--- src/rtl/ctrl_pipe_pkg.sv ---
// Shared types and defaults for the control-bundle pipeline.
// Latency: n/a (types, parameters and a width helper only).
// Backpressure: n/a.
package ctrl_pipe_pkg;

  localparam int DEF_W      = 17;
  localparam int DEF_NSTG   = 3;
  localparam int DEF_MC_LAT = 4;

  typedef enum logic {
    IDLE = 1'b0,
    BUSY = 1'b1
  } mc_state_t;

  // Residency counter width; never narrower than one bit.
  function automatic int cnt_width(input int lat);
    return (lat > 1) ? $clog2(lat) : 1;
  endfunction

endpackage

--- src/rtl/ctrl_stage.sv ---
// One pipeline register stage: control bundle, valid and multicycle flag.
// Latency: 1 cycle from input to output on advance.
// Backpressure: flush clears, hold retains, bubble loads an empty slot.
module ctrl_stage
  import ctrl_pipe_pkg::*;
#(
  parameter int W = DEF_W
) (
  input  logic         clk,
  input  logic         rst,
  input  logic         flush,
  input  logic         hold,
  input  logic         bubble,
  input  logic         in_valid,
  input  logic [W-1:0] in_ctrl,
  input  logic         in_mc,
  output logic         valid,
  output logic [W-1:0] ctrl,
  output logic         mc
);

  // Flush beats hold beats advance; a bubble is an advance of an empty slot.
  always_ff @(posedge clk or negedge rst) begin
    if (!rst) begin
      valid <= 1'b0;
      ctrl  <= '0;
      mc    <= 1'b0;
    end else if (flush) begin
      valid <= 1'b0;
      ctrl  <= '0;
      mc    <= 1'b0;
    end else if (hold) begin
      valid <= valid;
      ctrl  <= ctrl;
      mc    <= mc;
    end else if (bubble) begin
      valid <= 1'b0;
      ctrl  <= '0;
      mc    <= 1'b0;
    end else begin
      valid <= in_valid;
      ctrl  <= in_ctrl;
      mc    <= in_mc;
    end
  end

endmodule

--- src/rtl/ctrl_pipe.sv ---
// Decode-to-writeback control pipeline with per-stage stall/flush and a multicycle hold FSM.
// Latency: decode to stage k is k+1 cycles; multicycle bundles sit in stage 0 for MC_LAT cycles.
// Backpressure: a stall on stage k holds stages 0..k, bubbles k+1, and raises stall_req_o to decode.
module ctrl_pipe
  import ctrl_pipe_pkg::*;
#(
  parameter int W      = DEF_W,
  parameter int NSTG   = DEF_NSTG,
  parameter int MC_LAT = DEF_MC_LAT
) (
  input  logic            clk,
  input  logic            rst,
  input  logic [W-1:0]    ctrl_d,
  input  logic            valid_d,
  input  logic            mc_d,
  input  logic [NSTG-1:0] stall_i,
  input  logic [NSTG-1:0] flush_i,
  output logic [NSTG*W-1:0] ctrl_o,
  output logic [NSTG-1:0] valid_o,
  output logic            busy_o,
  output logic            stall_req_o
);

  localparam int            CW       = cnt_width(MC_LAT);
  localparam bit            MC_EN    = (MC_LAT > 1);
  localparam logic [CW-1:0] CNT_INIT = CW'((MC_LAT > 1) ? (MC_LAT - 2) : 0);

  mc_state_t       state;
  logic [CW-1:0]   cnt;
  logic [NSTG-1:0] h;
  logic [NSTG-1:0] stg_valid;
  logic [NSTG-1:0] stg_mc;
  logic [W-1:0]    stg_ctrl [NSTG];
  logic            start_mc;

  assign busy_o      = (state == BUSY);
  assign stall_req_o = h[0];
  assign valid_o     = stg_valid;

  // Hold propagates upstream: a stalled stage freezes every older stage; busy freezes stage 0.
  always_comb begin
    logic acc;
    acc = 1'b0;
    h   = '0;
    for (int k = NSTG - 1; k >= 0; k--) begin
      acc  = acc | stall_i[k];
      h[k] = acc;
    end
    h[0] = h[0] | busy_o;
  end

  // Multicycle entry only when stage 0 actually captures a fresh valid multicycle bundle.
  assign start_mc = MC_EN && !flush_i[0] && !h[0] && valid_d && mc_d;

  for (genvar k = 0; k < NSTG; k++) begin : g_stg
    logic         in_valid;
    logic [W-1:0] in_ctrl;
    logic         in_mc;
    logic         bubble;

    if (k == 0) begin : g_head
      assign in_valid = valid_d;
      assign in_ctrl  = ctrl_d;
      assign in_mc    = mc_d;
      assign bubble   = 1'b0;
    end else begin : g_body
      // The mc flag lives only in stage 0; downstream copies are tied off.
      assign in_valid = stg_valid[k-1];
      assign in_ctrl  = stg_ctrl[k-1];
      assign in_mc    = 1'b0;
      assign bubble   = h[k-1];
    end

    ctrl_stage #(.W(W)) u_stage (
      .clk      (clk),
      .rst      (rst),
      .flush    (flush_i[k]),
      .hold     (h[k]),
      .bubble   (bubble),
      .in_valid (in_valid),
      .in_ctrl  (in_ctrl),
      .in_mc    (in_mc),
      .valid    (stg_valid[k]),
      .ctrl     (stg_ctrl[k]),
      .mc       (stg_mc[k])
    );

    assign ctrl_o[k*W +: W] = stg_ctrl[k];
  end

  // Residency FSM: the entry cycle counts as the first of MC_LAT, flush on stage 0 aborts.
  always_ff @(posedge clk or negedge rst) begin
    if (!rst) begin
      state <= IDLE;
      cnt   <= '0;
    end else begin
      case (state)
        IDLE: begin
          if (start_mc) begin
            state <= BUSY;
            cnt   <= CNT_INIT;
          end
        end
        BUSY: begin
          if (flush_i[0]) begin
            state <= IDLE;
            cnt   <= '0;
          end else if (cnt == '0) begin
            state <= IDLE;
          end else begin
            cnt <= cnt - CW'(1);
          end
        end
        default: begin
          state <= IDLE;
          cnt   <= '0;
        end
      endcase
    end
  end

  // While busy, stage 0 must still be holding the valid multicycle bundle that started it.
  a_busy_owns_stage0: assert property (@(posedge clk) disable iff (!rst)
    (state == BUSY) |-> (stg_mc[0] && stg_valid[0]));

  // Only stage 0 ever carries the multicycle flag.
  a_mc_stage0_only: assert property (@(posedge clk) disable iff (!rst)
    ((stg_mc >> 1) == '0));

endmodule
--- config.mk ---
export PLATFORM = sky130hd
export DESIGN_NAME = ctrl_pipe
export DESIGN_NICKNAME = d
export VERILOG_FILES = /design/src/rtl/ctrl_pipe_pkg.sv /design/src/rtl/ctrl_stage.sv /design/src/rtl/ctrl_pipe.sv
export SDC_FILE = /design/constraint.sdc
export NUM_CORES = 1
export LEC_CHECK = 0
export ABC_AREA = 1
export CAP_MARGIN = 20
export CORE_ASPECT_RATIO = 0.75
export CORE_MARGIN = 2
export CORE_UTILIZATION = 41
export CTS_BUF_LIST = sky130_fd_sc_hd__clkbuf_16
export CTS_CLUSTER_SIZE = 10
export DETAILED_ROUTE_END_ITERATION = 10
export PLACE_DENSITY = 0.76
export SKIP_LAST_GASP = 1
export SLEW_MARGIN = 0
export SYNTH_ARGS = -nofsm -noshare
export SYNTH_HDL_FRONTEND = slang
export SYNTH_SLANG_ARGS = --single-unit
--- constraint.sdc ---
create_clock -name clk -period 1.15 [get_ports clk]
set_input_delay 0.23 -clock clk [delete_from_list [all_inputs] [get_ports clk]]
set_output_delay 0.23 -clock clk [all_outputs]
set_load 0.02 [all_outputs]
* After elaboration in Yosys (flattened, before gate mapping)
Cells that the tools add are included.
** Cells by class
- Add/sub/neg operators :: 1
- Eq/ne operators :: 5
- Muxes and demuxes :: 24
- Bitwise operators :: 4
- Reductions and logical operators :: 7
** Operators by type and width (count)
- $mux W17 :: 8
- $mux W1 :: 11
- $mux W2 :: 3
- $ne A2 B2 Y1 const B :: 3
- $pmux W2 S2 :: 1
- $logic_and A1 B1 Y1 :: 3
- $ne A3 B3 Y1 const B :: 1
- $or A1 B1 Y1 :: 3
- $logic_not A1 Y1 :: 2
- $logic_not A2 Y1 :: 1
- $ne A2 B1 Y1 const B :: 1
- $pmux W1 S2 :: 1
- $reduce_and A2 Y1 :: 1
- $sub A2 B1 Y2 const B :: 1
- $not A1 Y1 :: 1
** Storage, ports and cells
- Register bits :: 57
- Output and inout bits :: 56

* Logic depth before layout (Yosys ltp)
- Depth in word-level cells :: 9
- Gate-level depth with buffers :: 7
- Gate-level depth less buffers :: 7

* Hierarchy
A second synthesis with hierarchy kept.
** Unflattened totals
- Cells, all modules :: 394
- Area total of the unflattened synthesis :: 3049.2 µm²
** Modules (own cells, without submodules)
- ctrl_stage :: instances 3, cells an instance 122, area an instance 939.7 µm², seq. area each 475.5 µm²
- ctrl_pipe :: instances 1, cells an instance 28, area an instance 230.2 µm², seq. area each 75.1 µm²

* Least setup slack after synthesis
No wires, ideal clock.
- Path kind :: register to register
- Start :: register state, in the netlist busy_o
- End :: register g_stg[1].u_stage.ctrl[10]
- Setup time :: 96 ps
- Data arrival time :: 1220 ps
- Setup slack :: -166 ps
- Cell stages (with the launch flop) :: 6
- Path buffers :: 2
- Cells stage by stage :: dfrtp_1 nor2_1 nand2_4 buf_6 buf_6 o32ai_2
** Between the ends
- Word-level cells in the longest chain between the ends :: 4
** Ends and longest elaborated chain
- from (decl) :: line ctrl_pipe.sv:28 : mc_state_t state;
- from (signal assigned) :: line ctrl_pipe.sv:94 : state <= IDLE;
- from (signal assigned) :: line ctrl_pipe.sv:100 : state <= BUSY;
- from (signal assigned) :: line ctrl_pipe.sv:106 : state <= IDLE;
- $or A1 B1 Y1 :: line ctrl_pipe.sv:49 : h[0] = h[0] | busy_o;
- named net stall_req_o :: line ctrl_pipe.sv:21 : output logic stall_req_o
- $mux W17 :: line ctrl_stage.sv:36 : end else if (bubble) begin
- $mux W17 :: line ctrl_stage.sv:32 : end else if (hold) begin
- $mux W17 :: line ctrl_stage.sv:28 : end else if (flush) begin
- to (signal assigned) :: line ctrl_stage.sv:34 : ctrl <= ctrl;
- to (signal assigned) :: line ctrl_stage.sv:42 : ctrl <= in_ctrl;
- to (decl) :: line ctrl_stage.sv:18 : output logic [W-1:0] ctrl,
The timed path passes the listed nets, and every way through them passes these cells. The select of a mux whose other input is x is not followed.
A chain may end at the register's enable or synchronous reset.

* Final worst setup path
- Start :: register state, in the netlist busy_o
- End :: output stall_req_o
** Between the ends
- Word-level cells in the longest chain between the ends :: 1
** Ends and longest elaborated chain (line)
- $or A1 B1 Y1 :: ctrl_pipe.sv:49
- to (decl) :: ctrl_pipe.sv:21
Every way passes these cells.

==> results.toml <==
[timing]
clock_skew_ns = 0.00893
fin_crit_sh_pct = 119
max_freq_mhz = 728
hold_viol = 0
finalMaxSlewViolations = 0
worstMarginPinSlew_ns = 0.392
slew_headroom_pct = 73.9
min_period_ns = 1.37
finalWorstSetupSlack_ns = -0.223
finalSetupViolations = 41
rsz0062_at_grt = "yes"

[setup_path]
crit_required_ns = 0.92
worst_setup_path_end_kind = "output pin"
critPathLaunchType = "flop"
critPathKind = "flop to output pin"
cp_max_fo = 2
rr_worst_depth = 7
cp_data_arrival_time_ns = 1.14
r2r_slack_ns = -0.19

[routing]
detail_route.iter0.violations = 94
top_layer = "met4"
routed_wirelength_um = 7650
wl_per_cell_um = 18.0
wl_met3_um = 494
antenna_left = 0
vias_per_cell = 5.18
via_count = 2206
drt-met1-wl_um = 3400
drc_errors = 0
drt_pass1_iterations = 4
dr_wl_met2_um = 3580

[final_layout]
nets = 371
postLayoutCoreUtil_pct = 68.9
drive_gt1_share_pct = 46.3
synthToLayoutAreaGrowth_pct = 61.4
num-fill-cells = 428
diodes = 0
stdcell_area_um2 = 4010

[grt]
antenna_found_initial = 0
first_global_vias = 2278
grt_usage_pct = 23.9
grt-ovfl-total = 0
grt_pass1_wl_um = 12000
grt_max_degree = 58

[cts]
clkSinkCount = 57
cts-root-buf = "clkbuf_16"
cts_tree = "yes"
numCtsBuffers = 9
ctsHtreeMaxLevel = 3
cts.clk_slew.worst_paths_ns = 0.06
clk_latency_ns = 0.33
cts_buffer_depth = 2

[die]
coreArea_um2 = 5830
die_h_um = 71.4
floorplan.initialDensity_pct = 42.7
rows = 24
dieArea_um2 = 6710
io-pin-count = 83
dieWidth_um = 93.9

[synth]
synth_most_common_cell = "dfrtp_1"
seq_area_frac_synth_pct = 57.4
synthFlopType = "dfrtp_1"
yosys_warnings = 0
synth_area_um2 = 2480
yosysTopAreaCell = "dfrtp_1"
synth.net_count = 257
synth_cell_types = 24
yosys.area.top_type_share_pct = 57.4
synth_seq_cells = 57
synthTopCellsByArea = "dfrtp_1 57%, nand3_1 7.7%, o32ai_2 6.5%"
netlist_instances = 229
synth_edf_count = 0
async_flop_share_pct = 100
synthTopCellsByCount = "57 x dfrtp_1, 40 x inv_1, 38 x nand3_1"
synth_area_per_cell_um2 = 10.9

[run_status]
violations = "setup timing"
status = "finished with violations"

[flow_run]
cap_viol_max_count = 0

[power_and_ir_drop]
report.power.total_w = 0.00535
power_density_nw_per_um2 = 1330
ir_worst_vdd_mv = 0.874
power_leakage_nw = 1.88

[placement]
place_area_um2 = 3530
place.gp.congestion = 0.813
io_buffers = 82
hpwl_um = 4560

[worst_hold_path]
hp-class = "input port to asynchronous set/reset pin"
worst max-delay path: stages, from the launching register on:
cell     delay (ns)
dfrtp_2        0.42
nor2_4         0.17
nand2_4        0.08
buf_6          0.14
registers in the layout, indices dropped and copies added, names as in the netlist:
signal / cells
busy_o: 1
cnt: 2
g_stg.u_stage.ctrl: 51
g_stg.u_stage.valid: 3
cell type report:
type / instances / area, µm² / area share [%]
clock buffer: 9 / 225 / 5.61
multi-input combinational: 110 / 1070 / 26.7
sequential: 57 / 1430 / 35.6
tap: 78 / 97.6 / 2.43
clock inverter: 7 / 30.0 / 0.749
inverter: 43 / 161 / 4.02
timing repair buffer: 122 / 1000 / 24.9
worst paths after layout:
kind                                          start                        to
max                                          busy_o               stall_req_o
min in group clk                          ctrl_d[1]  g_stg[0].u_stage.ctrl[1]
min reg2reg                g_stg[2].u_stage.ctrl[8]  g_stg[2].u_stage.ctrl[8]
max reg2reg                                  busy_o  g_stg[0].u_stage.ctrl[7]
max in group asynchronous                       rst                    busy_o
min                                             rst  g_stg[0].u_stage.ctrl[4]
cells in the final DEF (no fill, tap or decap), types with 2 or more instances in the layout:
cell,synthesis,final
dlygate4sd2_1,0,2
nand3_2,0,14
o32ai_2,10,10
o31ai_1,19,19
dfrtp_1,57,56
inv_2,2,2
o21ai_2,0,9
clkdlybuf4s50_1,0,23
nand2_1,7,4
inv_1,40,42
clkinv_1,1,3
nand3_4,0,2
o32ai_4,0,8
buf_4,6,26
clkinv_2,0,3
buf_6,5,5
buf_2,3,55
buf_12,0,8
buf_16,0,2
clkbuf_16,0,9
nand2_2,1,3
nand3_1,38,22
o21ai_1,1,9
kinds of logic (layout without fill, tap and decap cells):
family                     Yosys count  count (layout)  share of synthesized area, %
AOI/OAI and AO/OA                   56              56                          18.9
adders and majority gates            1               1                         0.503
buffers and inverters               62             181                          11.9
DFF                                 57              57                          57.4
and+or+nand+nor                     53              53                          11.2
metal layers:
layer,GRT usage (%),up-vias
met5,0,-
met4,8.86,0
met3,8.41,13
met2,35.6,84
met1,32.5,1083
li1,-,1026
through the flow:
stage	hold WS, ns	instances	setup slack, ns	setup TNS, ns
4_1_cts	0.440	424	-0.178	-3.53
3_3_place_gp	0.252	399	-0.630	-28.41
2_1_floorplan	-0.0656	229	-0.0576	-0.534
6_report	0.425	426	-0.223	-5.54
5_1_grt	0.483	426	-0.247	-7.05
3_5_place_dp	0.255	399	-0.696	-31.45
power breakdown:
part           switching (W)  leakage, nW  internal [W]
Clock               0.000877        0.136       0.00141
Combinational       0.000542        0.971      0.000366
Sequential         0.0000575        0.772       0.00210
Total                0.00148         1.88       0.00387
timing repair:
action,CTS,global route
resized for setup,286,25
pin swaps,3,3
cloned,4,0
endpoints found under the hold margin,57,0
endpoints found under the setup margin,112,40
hold buffers,1,0
buffers inserted,4,4
Note: power is estimated with default switching activity, not from simulation.
